**config.mk**
```make
export PLATFORM = sky130hd
export DESIGN_NAME = uart_receiver
export DESIGN_NICKNAME = d
export VERILOG_FILES = /design/src/rtl/uart_receiver.sv
export SDC_FILE = /design/constraint.sdc
export NUM_CORES = 1
export LEC_CHECK = 0
export CORE_MARGIN = 2
export CORE_UTILIZATION = 35
export DETAILED_ROUTE_END_ITERATION = 16
export PLACE_DENSITY_LB_ADDON = 0.1
export SETUP_SLACK_MARGIN = 0.4
export SLEW_MARGIN = 20
export SYNTH_ARGS = -nofsm -noshare
export SYNTH_HDL_FRONTEND = slang
export SYNTH_SLANG_ARGS = --single-unit
```
**constraint.sdc**
```tcl
create_clock -name clock -period 2.4 [get_ports clock]
set_input_delay 0.24 -clock clock [delete_from_list [all_inputs] [get_ports clock]]
set_output_delay 0.24 -clock clock [all_outputs]
set_load 0.01 [all_outputs]
```
**src/rtl/uart_receiver.sv**
```systemverilog
// 16x-oversampled UART receiver with RxD synchronizer, framing-error detection and a break state.
// Reset is asserted asynchronously and released synchronously to clock.
module uart_receiver #(
    parameter int unsigned DATA_BITS = 8
) (
    input  logic       clock,
    input  logic       Reset,
    input  logic       uartClock,
    input  logic       RxD,
    output logic [7:0] RxData,
    output logic       RxReady,
    output logic       FramingError,
    output logic       Busy
);

    typedef enum logic [2:0] {
        StIdle,
        StStart,
        StData,
        StStop,
        StBreak
    } state_t;

    localparam logic [2:0]  LastBit = 3'(DATA_BITS - 1);
    localparam int unsigned Pad     = 8 - DATA_BITS;

    logic [1:0] r_rst_sync;
    logic       w_rst_n;
    logic       r_rx_meta;
    logic       r_rxs;
    state_t     r_state;
    logic [3:0] r_tick;
    logic [2:0] r_bit;
    logic [7:0] r_shift;
    logic       r_rdy_pend;
    logic       r_fe_pend;

    always_ff @(posedge clock or negedge Reset) begin
        if (!Reset) begin
            r_rst_sync <= 2'b00;
        end else begin
            r_rst_sync <= {r_rst_sync[0], 1'b1};
        end
    end

    assign w_rst_n = r_rst_sync[1];

    always_ff @(posedge clock or negedge w_rst_n) begin
        if (!w_rst_n) begin
            r_rx_meta <= 1'b1;
            r_rxs     <= 1'b1;
        end else begin
            r_rx_meta <= RxD;
            r_rxs     <= r_rx_meta;
        end
    end

    // Stop-bit outcome is staged one clock so RxReady/FramingError follow the sampling tick edge.
    always_ff @(posedge clock or negedge w_rst_n) begin
        if (!w_rst_n) begin
            r_state      <= StIdle;
            r_tick       <= '0;
            r_bit        <= '0;
            r_shift      <= '0;
            r_rdy_pend   <= 1'b0;
            r_fe_pend    <= 1'b0;
            RxData       <= '0;
            RxReady      <= 1'b0;
            FramingError <= 1'b0;
        end else begin
            r_rdy_pend   <= 1'b0;
            r_fe_pend    <= 1'b0;
            RxReady      <= r_rdy_pend;
            FramingError <= r_fe_pend;
            if (r_rdy_pend) begin
                RxData <= r_shift >> Pad;
            end
            if (uartClock) begin
                unique case (r_state)
                    StIdle: begin
                        if (!r_rxs) begin
                            r_state <= StStart;
                            r_tick  <= '0;
                        end
                    end
                    StStart: begin
                        if (r_tick == 4'd7) begin
                            r_tick  <= '0;
                            r_bit   <= '0;
                            r_state <= r_rxs ? StIdle : StData;
                        end else begin
                            r_tick <= r_tick + 4'd1;
                        end
                    end
                    StData: begin
                        r_tick <= r_tick + 4'd1;
                        if (r_tick == 4'd15) begin
                            // LSB arrives first and ends up at bit 8-DATA_BITS after the last shift.
                            r_shift <= {r_rxs, r_shift[7:1]};
                            r_bit   <= r_bit + 3'd1;
                            if (r_bit == LastBit) begin
                                r_state <= StStop;
                            end
                        end
                    end
                    StStop: begin
                        r_tick <= r_tick + 4'd1;
                        if (r_tick == 4'd15) begin
                            if (r_rxs) begin
                                r_rdy_pend <= 1'b1;
                                r_state    <= StIdle;
                            end else begin
                                r_fe_pend <= 1'b1;
                                r_state   <= StBreak;
                            end
                        end
                    end
                    StBreak: begin
                        if (r_rxs) begin
                            r_state <= StIdle;
                        end
                    end
                    default: r_state <= StIdle;
                endcase
            end
        end
    end

    assign Busy = (r_state != StIdle);

endmodule

```
### Yosys cells after proc, flatten, opt, wreduce, memory -nomap -nowiden

Index checks and enable logic that the tools add are counted.

* add/sub/neg operators: 2
* equal/unequal tests: 13
* mux-type cells: 23
* reductions and logical operators: 9

Operator list (number)
* 2-to-1 mux 3 bit: 9
* case mux 3 bit (5 select lines): 1
* inequality test 2 bit, second input constant: 6
* case mux 4 bit (3 select lines): 1
* 2-to-1 mux 1 bit: 8
* 2-to-1 mux 4 bit: 2
* AND reduction 7 bit: 1
* == test 3 x 2 -> 1 bit, second input constant: 2
* == test 3 bit, second input constant: 2
* case mux 3 bit (2 select lines): 1
* AND reduction 3 bit: 2
* nonzero test 3 bit: 2
* adder 4 x 1 -> 4 bit, second input constant: 1
* == test 4 x 3 -> 1 bit, second input constant: 1
* == test 4 bit, second input constant: 1
* AND reduction 4 bit: 1
* adder 3 x 1 -> 3 bit, second input constant: 1
* == test 3 x 1 -> 1 bit, second input constant: 1
* logical NOT 3 bit: 1
* 2-to-1 mux 2 bit: 1
* nonzero test 2 bit: 1
* OR reduction 2 bit: 1

* register bits after elaboration: 34
* bits of input ports: 4
* output and inout bits: 11
* word-level logic and storage cells: 59

### Longest topological paths before layout

Gate-level depths: netlist (run 1).

* word-level depth: 4
* mapped depth: 4

### Worst setup path before layout (run 1)

OpenSTA, ideal clock, no wires.

* path type: reg-to-reg
* start point: register r_tick[3]
* end point: register r_bit[0]
* arrival time: 1.482 ns
* required time: 2.275 ns
* slack: 0.793 ns
* stages on the path, launching flop included: 5
* buffers on the path: 1
* cell sequence: dfrtp_1 buf_6 or3b_4 a211oi_4 mux2_4

* cells in the longest elaborated chain, start to end: 3
* elaborated cells between the ends (all ways): 5
* those cells by class: eq/ne: 4; reduce/logical: 1

RTL lines
* from (decl): RTL line 32 `logic [3:0] r_tick;`
* from (signal assigned): RTL line 92 `r_tick <= r_tick + 4'd1;`
* from (signal assigned): RTL line 96 `r_tick <= r_tick + 4'd1;`
* from (signal assigned): RTL line 107 `r_tick <= r_tick + 4'd1;`
* == test 4 bit or == test 4 x 3 -> 1 bit (tied branches): RTL line 97, 87
* inequality test 2 bit (no line)
* AND reduction 4 bit (no line) *
* to (signal assigned): RTL line 100 `r_bit <= r_bit + 3'd1;`
* to (decl): RTL line 33 `logic [2:0] r_bit;`

Mark *: on every way between the ends. The rest lies on a longest branch, timed or not.
A chain may end at the register's enable or synchronous reset.

### Worst setup path in the final report (run 1)

* start point: register r_state[1]
* end point: output port Busy

* cells in the longest elaborated chain, start to end: 1

RTL lines
* from (decl): RTL line 31 `state_t r_state;`
* from (signal assigned): RTL line 61 `r_state <= StIdle;`
* from (signal assigned): RTL line 82 `r_state <= StStart;`
* from (signal assigned): RTL line 90 `r_state <= r_rxs ? StIdle : StData;`
* nonzero test 3 bit: RTL line 129 `assign Busy = (r_state != StIdle);`
* to (decl): RTL line 13 `output logic Busy`

Every way passes these cells.

==> results of run 1 <==
synthesized netlist by cell type (2+ instances only):
cell / instances / share of area (%)
dfrtp_1: 32 / 54
mux2_2: 17 / 13
inv_1: 5 / 1.3
a21oi_1: 3 / 1.0
and3_1: 3 / 1.3
ha_1: 3 / 2.5
nand2_1: 3 / 0.76
nor3b_1: 3 / 1.5
buf_2: 2 / 0.67
clkbuf_1: 2 / 0.51
dfstp_2: 2 / 3.5
mux2i_1: 2 / 1.3
nor2_1: 2 / 0.51
nor4_1: 2 / 0.84
area by class of cell:
cell class              instances  area share [%]
well taps                      50            3.57
flip-flops and latches         34            48.6
multi-input cells              65            33.1
inverters                       5            1.07
clock buffers                   7            4.92
clock inverters                 1           0.285
repair buffers                 15            8.42
per-stage QoR:
stage          cell area [um^2]  hold WS [ps]  instances  worst slack (ps)
2_1_floorplan              1490         -55.6        110               793
3_3_place_gp               1660           266        169               624
3_5_place_dp               1660           273        169               604
4_1_cts                    1750           111        177               497
5_1_grt                    1750           114        177               450
6_report                   1750           120        177               517
metal layers:
metal  share of wire [%]  vias to the layer above
li1                    -                      426
met1                  50                      454
met2                  45                       14
met3                 3.8                        5
met4                 1.3                        0
met5                   0                        -
logic make-up (layout without fill, tap and decap cells):
kind of cell	Yosys count	in the layout	share of synthesized area, %
mux	20	20	15.2
flops	34	34	57.4
other cells	1	1	0.252
xor+xnor	1	1	0.589
fa+ha+maj	3	3	2.53
simple gates	27	27	12.7
buf+inv	11	28	3.54
compound gates	13	13	7.74
critical path, cell delays in order, from the launching register on:
cell and delay (ps):
dfrtp_1 500, or3_1 380, clkdlybuf4s50_1 480
power by group:
part           switching (W)  leakage, nW  internal (W)  total [W]
Clock               0.000191       0.0482      0.000231   0.000422
Sequential          0.000124        0.443      0.000649   0.000773
Combinational       0.000136        0.308      0.000185   0.000321
worst max path at each step:
stage | endpoint | cells past startpoint | from
floorplan | r_bit[0]$_DFFE_PN0P_ | 4 | r_tick[3]$_DFFE_PN0P_
global placement | r_shift[3]$_DFFE_PN0P_ | 4 | uartClock
detailed placement | r_shift[1]$_DFFE_PN0P_ | 4 | uartClock
CTS | Busy | 2 | r_state[1]$_DFFE_PN0P_
global route | Busy | 2 | r_state[1]$_DFFE_PN0P_
finish | Busy | 2 | r_state[1]$_DFFE_PN0P_
layout by cell type (no fill, tap or decap), types with 2 or more instances in the layout:
cell,Yosys,layout
dfrtp_1,32,32
mux2_2,17,17
clkdlybuf4s50_1,0,14
clkbuf_8,0,6
inv_1,5,5
nor3b_1,3,3
and3_1,3,3
nand2_1,3,3
a21oi_1,3,3
ha_1,3,3
mux2i_1,2,2
nor2_1,2,2
nor4_1,2,2
dfstp_2,2,2
sequential cells by signal (all words and copies together), names as in the netlist:
signal / count
r_rdy_pend: 1
r_state: 3
r_fe_pend: 1
r_bit: 3
RxReady: 1
RxData: 8
r_rx_meta: 1
r_tick: 4
r_rxs: 1
FramingError: 1
r_rst_sync: 2
r_shift: 8
==> metrics.yaml, run 1 <==
setup_viol: 0
r2r_setup_slack_ps: 610
drc: 0
synth_area_um2: 1490
clock_latency_ps: 280
post_cts_resized: 0
finalCoreUtilization_pct: 43.2
drt-total-wl_um: 2390
power_w: 0.00152
clk_pin_slew_ps: 60
use_met3_pct: 3.49
status: "completed"
cts_num_sinks: 34
core_area_um2: 4060
grt_max_degree: 20
p_leak_nw: 0.799
crit_path_start_kind: "register"
ys.warnings.count: 0
grt.met2_usage_pct: 15.3
cp-end-kind: "output pin"
antenna_found_initial: 0
multi_input_area_um2: 581
timing.rr.end: "r_bit[0]$_DFFE_PN0P_"
die_x_um: 69.2
syn_avg_cell_area_um2: 13.5
wl_per_cell_um: 13.5
path_class: "reg -> out"
placementRows: 23
finalCriticalPeriod_ps: 1880
crit_required_ps: 2160
top_level_ports: 15
dr.pass1.iters: 4
ys_seq_area_share_pct: 57.4
postCtsSetupBuffers: 0
grt_overflow_total: 0
start_util_pct: 36.6
rsz0062_at_grt: "no"
synthCells: 110
synthesis.nets: 117
setup_tns_ps: 0
seq_area_um2: 853
vias: 899
nets: 133
worst_pin_slew_ps: 596
arrival_ps: 1640
skew_ps: 4.56
synth_ff_type: "dfrtp_1"
relSlewSlack_pct: 60.3
timing.final.crit_share_pct: 78.4
grt_usage_pct: 10.4
final-hold-violation-count: 0
grt_pass1_wl_um: 3920
grt.busiest_layer: "met2"
r2r_start: "r_state[0]$_DFFE_PN0P_"
gp_routability_congestion: 0.778
cts_tree: "built"
synth-edff-count: 0
diodes: 0
reg2reg_depth: 3
n_fill_cell: 376
area_growth_pct: 18.0
port_buffers: 14
async_flop_share_pct: 100
die_h_um: 69.2
root_buffer: "clkbuf_8"
synth-seq-cells: 34
fmax_mhz: 531
clockBufferDepth: 2
dp_hpwl_um: 1650
grt_pass1_vias: 843
holdCritPathClass: "in -> async"
die_area_um2: 4780
cap_violations: 0
drv_slew: 0
p_per_area_nw_per_um2: 864
yosys.cell_types.count: 43
drive_gt1_share_pct: 28.3
viasPerCell: 5.08
drt_iter0_drc: 49
cts_buffers: 5
worstPathMaxFanout: 13
use_met1_pct: 13.7
hold_buffers: 0
drtAntennaViolNets: 0
cts-htree-levels: 2
ir_drop_mv: 0.333
Power figures use the tool's default switching activity.
==> inputs of run 2 (changes only) <==
==> constraint.sdc (replaced) <==
create_clock -name clock -period 1.8 [get_ports clock]
set_input_delay 0.18 -clock clock [delete_from_list [all_inputs] [get_ports clock]]
set_output_delay 0.18 -clock clock [all_outputs]
set_load 0.01 [all_outputs]
==> metrics.yaml, run 2 (synthesis results as in run 1) <==
cap_violations: 0
clk_pin_slew_ps: 70
viasPerCell: 5.12
diodes: 0
drtAntennaViolNets: 0
cts_tree: "built"
core_area_um2: 4060
timing.final.crit_share_pct: 85.6
cts_buffers: 5
status: "completed"
timing.rr.end: "r_shift[3]$_DFFE_PN0P_"
drt-total-wl_um: 2760
holdCritPathClass: "in -> async"
final_common_cell: "dfrtp_1"
antenna_found_initial: 0
gp_routability_congestion: 0.796
grt_overflow_total: 0
setup_tns_ps: 0
crit_family: "simple AND/OR/NAND/NOR gates"
drt_iter0_drc: 47
finalCriticalPeriod_ps: 1540
met3WireLength_um: 129
crit_required_ps: 1970
critPathMaxStageDelay_ps: 440
worst_pin_slew_ps: 532
port_buffers: 14
die_h_um: 69.2
n_fill_cell: 357
p_leak_nw: 0.928
r2r_start: "r_state[2]$_DFFE_PN0P_"
dr.pass1.iters: 4
routed-wl-met2_um: 1280
dp_hpwl_um: 1830
skew_ps: 4.22
dp_cells: 174
path_depth: 4
cts_num_sinks: 34
relSlewSlack_pct: 64.6
ir_drop_mv: 0.554
rsz0062_at_grt: "yes"
cp-endpoint: "r_shift[3]$_DFFE_PN0P_"
cts-htree-levels: 2
setup_viol: 0
reg2reg_depth: 4
slowest_stage: "dfrtp_2"
placementRows: 23
top_level_ports: 15
vias: 993
path_class: "reg -> reg"
grt_pass1_vias: 970
grt_pass1_wl_um: 4780
drc: 0
layout_common_cells: "dfrtp_1 (28), buf_4 (13), clkdlybuf4s50_1 (12), mux2_2 (9), mux2_4 (9)"
power_w: 0.00239
worstPathMaxFanout: 6
crit_path_start_kind: "register"
grt_usage_pct: 12.8
cp-end-kind: "register"
hold_buffers: 0
wl_met1_um: 1330
clock_latency_ps: 290
die_x_um: 69.2
wl_per_cell_um: 14.2
crit_path_start: "r_state[2]$_DFFE_PN0P_"
p_per_area_nw_per_um2: 1190
area_growth_pct: 35.2
fmax_mhz: 649
grt_max_degree: 22
start_util_pct: 36.6
drive_gt1_share_pct: 44.4
clockBufferDepth: 2
worst-path-buf-inv: 1
final-hold-violation-count: 0
top_layer: "met4"
arrival_ps: 1710
root_buffer: "clkbuf_8"
nets: 150
crit_chain: "or3b_4 -> nor2_4 -> buf_12 -> mux2_4"
r2r_setup_slack_ps: 260
top_regs: "RxData (8), r_shift (8), r_tick (4)"
stdcell_count: 194
finalCoreUtilization_pct: 49.5
die_area_um2: 4780
drv_slew: 0
run 2: how the worst min path moves through the flow:
stage / cells past startpoint / to / start
finish: 1 / r_rst_sync[1]$_DFF_PN0_ / Reset
global placement: 0 / RxData[7]$_DFFE_PN0P_ / r_rst_sync[1]$_DFF_PN0_
CTS: 1 / r_rst_sync[1]$_DFF_PN0_ / Reset
floorplan: 0 / r_rst_sync[0]$_DFF_PN0_ / Reset
global route: 1 / r_rst_sync[1]$_DFF_PN0_ / Reset
detailed placement: 0 / RxData[7]$_DFFE_PN0P_ / r_rst_sync[1]$_DFF_PN0_
run 2: layout make-up:
class                   instances  area, um^2  area share, %
flip-flops and latches         34         858           42.7
clock buffers                   5        68.8           3.42
well taps                      50        62.6           3.11
repair buffers                 32         309           15.4
inverters                       5        18.8          0.934
clock inverters                 3        40.0           1.99
multi-input cells              65         652           32.4
run 2: where the power goes:
| part | leakage (nW) | internal (W) | switching (W) |
|---|---|---|---|
| logic | 0.431 | 0.000413 | 0.000315 |
| registers | 0.439 | 0.000872 | 0.000103 |
| clock network | 0.0579 | 0.000407 | 0.000281 |
| total | 0.928 | 0.00169 | 0.000699 |
run 2: what timing repair did:
item,CTS,global route
buffers inserted,9,3
gates cloned,0,0
pin swaps,4,4
resized for setup,20,6
setup endpoints to repair,20,20
hold endpoints to repair,0,0
run 2: through the flow:
stage	setup WS (ps)	hold WS, ps	area (um^2)
finish	259	49.2	2010
global route	206	43.2	2010
CTS	229	45.4	1960
detailed placement	80.4	243	1720
global placement	128	241	1720
floorplan	225	-116	1510
run 2: metal layers:
metal | global-route usage [%] | vias to the layer above
li1 | - | 464
met1 | 17.5 | 499
met2 | 18.2 | 25
met3 | 5.67 | 5
met4 | 3.92 | 0
met5 | 0 | -
run 2: worst register-to-register path, cell delays in order, from the launching register on:
cell and delay (ps):
dfrtp_2 440, or3b_4 420, nor2_4 130, buf_12 140, mux2_4 290
==> inputs of run 3 (changes only) <==
--- a/config.mk
+++ b/config.mk
@@ -9,8 +9,9 @@
 export CORE_UTILIZATION = 35
 export DETAILED_ROUTE_END_ITERATION = 16
 export PLACE_DENSITY_LB_ADDON = 0.1
-export SETUP_SLACK_MARGIN = 0.4
+export SETUP_SLACK_MARGIN = 0.02
 export SLEW_MARGIN = 20
 export SYNTH_ARGS = -nofsm -noshare
 export SYNTH_HDL_FRONTEND = slang
 export SYNTH_SLANG_ARGS = --single-unit
+export TNS_END_PERCENT = 10
==> metrics.yaml, run 3 (synthesis results as in run 1) <==
vias: 898
crit_family: "buffers and inverters"
slowest_stage: "dfrtp_1"
postCtsSetupBuffers: 0
worst-path-buf-inv: 2
top_regs: "RxData (8), r_shift (8), r_tick (4)"
viasPerCell: 4.96
reg2reg_depth: 4
port_buffers: 14
ir_drop_mv: 0.554
start_util_pct: 36.6
wl_per_cell_um: 13.6
clk_pin_slew_ps: 60
grt_max_degree: 22
root_buffer: "clkbuf_8"
status: "completed"
comb_power_share_pct: 23.7
cts_num_sinks: 34
placementRows: 23
drc: 0
r2r_setup_slack_ps: 150
layout_common_cells: "dfrtp_1 (32), mux2_2 (17), clkdlybuf4s50_1 (13), inv_1 (5), clkbuf_8 (5)"
final-hold-violation-count: 0
crit_path_start_kind: "register"
relSlewSlack_pct: 63.2
path_class: "reg -> out"
critPathMaxStageDelay_ps: 440
drv_slew: 0
dr.pass1.iters: 3
p_leak_nw: 0.827
holdWs_ps: 55.6
diodes: 0
grt_usage_pct: 11.4
die_h_um: 69.2
top_level_ports: 15
crit_chain: "buf_4 -> or3_1 -> dlygate4sd2_1"
internal_power_w: 0.00156
p_sw_w: 0.000625
dp_cells: 173
gp_routability_congestion: 0.780
antenna_found_initial: 0
rsz0062_at_grt: "no"
timing.final.crit_share_pct: 93.7
core_area_um2: 4060
setup_tns_ps: 0
p_sw_share_pct: 28.6
worstPathMaxFanout: 8
p_per_area_nw_per_um2: 1210
cts_tree: "built"
grt_pass1_vias: 930
setup_viol: 0
grt_overflow_total: 0
seqPwrFrac_pct: 45.4
path_depth: 3
p_clk_share_pct: 30.9
cts_buffers: 5
area_growth_pct: 21.8
cap_violations: 0
dp_hpwl_um: 1760
drt-total-wl_um: 2450
die_x_um: 69.2
grt_pass1_wl_um: 4310
cts-htree-levels: 2
fmax_mhz: 593
die_area_um2: 4780
stdcell_count: 181
post_cts_resized: 1
final_common_cell: "dfrtp_1"
worst_pin_slew_ps: 552
arrival_ps: 1510
crit_required_ps: 1620
drtAntennaViolNets: 0
drt_iter0_drc: 69
skew_ps: 2.57
nets: 137
hold_buffers: 0
cp-end-kind: "output pin"
clock_latency_ps: 280
holdCritPathClass: "in -> async"
clockBufferDepth: 2
drive_gt1_share_pct: 29.8
finalCriticalPeriod_ps: 1690
-- run 3: routing by layer --
layer	up-vias	global-route usage, %	wire, um
met3	4	3.49	73
met1	447	15.2	1190
li1	434	-	-
met4	0	5.88	33
met5	-	0	0
met2	13	16.9	1160
-- run 3: cell type report --
type                            count  area (um^2)
Tap cell                           50         62.6
Clock buffer                        7         76.3
Fill cell                         374         2250
Clock inverter                      1         30.0
Sequential cell                    34          853
Multi-Input combinational cell     65          581
Inverter                            5         18.8
Timing Repair Buffer               19          189
-- run 3: path summary, 6_finish.rpt --
kind / to / start
hold / removal: r_rst_sync[1]$_DFF_PN0_ / Reset
max in group asynchronous: RxData[1]$_DFFE_PN0P_ / r_rst_sync[1]$_DFF_PN0_
hold reg to reg: r_bit[0]$_DFFE_PN0P_ / r_rst_sync[1]$_DFF_PN0_
setup / recovery: Busy / r_state[0]$_DFFE_PN0P_
min in group clock: r_rx_meta$_DFF_PN1_ / RxD
setup reg to reg: r_state[2]$_DFFE_PN0P_ / r_tick[0]$_DFFE_PN0P_
-- run 3: per-stage QoR --
| step | total power, W | cell area (um^2) | utilization, % | worst slack, ps |
|---|---|---|---|---|
| 2_1_floorplan | 0.00139 | 1490 | - | 193 |
| 3_3_place_gp | 0.00151 | 1710 | 42.0 | 89.4 |
| 3_5_place_dp | 0.00153 | 1710 | 42.0 | 51.5 |
| 4_1_cts | 0.00222 | 1810 | 44.6 | 115 |
| 5_1_grt | 0.00231 | 1810 | 44.6 | 21.9 |
| 6_report | 0.00218 | 1810 | 44.6 | 113 |
-- run 3: worst register-to-register path: stages, from the launching register on --
cell     delay (ps)
dfrtp_1         390
ha_1            290
nand4_1         210
nor3b_1         460
a32o_1          230
-- run 3: power groups by stage --
stage	Combinational, W	Clock [W]	Sequential (W)
after floorplan	0.000446	0	0.000944
after global placement	0.000511	0	0.00100
after detailed placement	0.000524	0	0.00100
after CTS	0.000521	0.000704	0.000990
after global routing	0.000574	0.000731	0.00101
final	0.000517	0.000675	0.000991
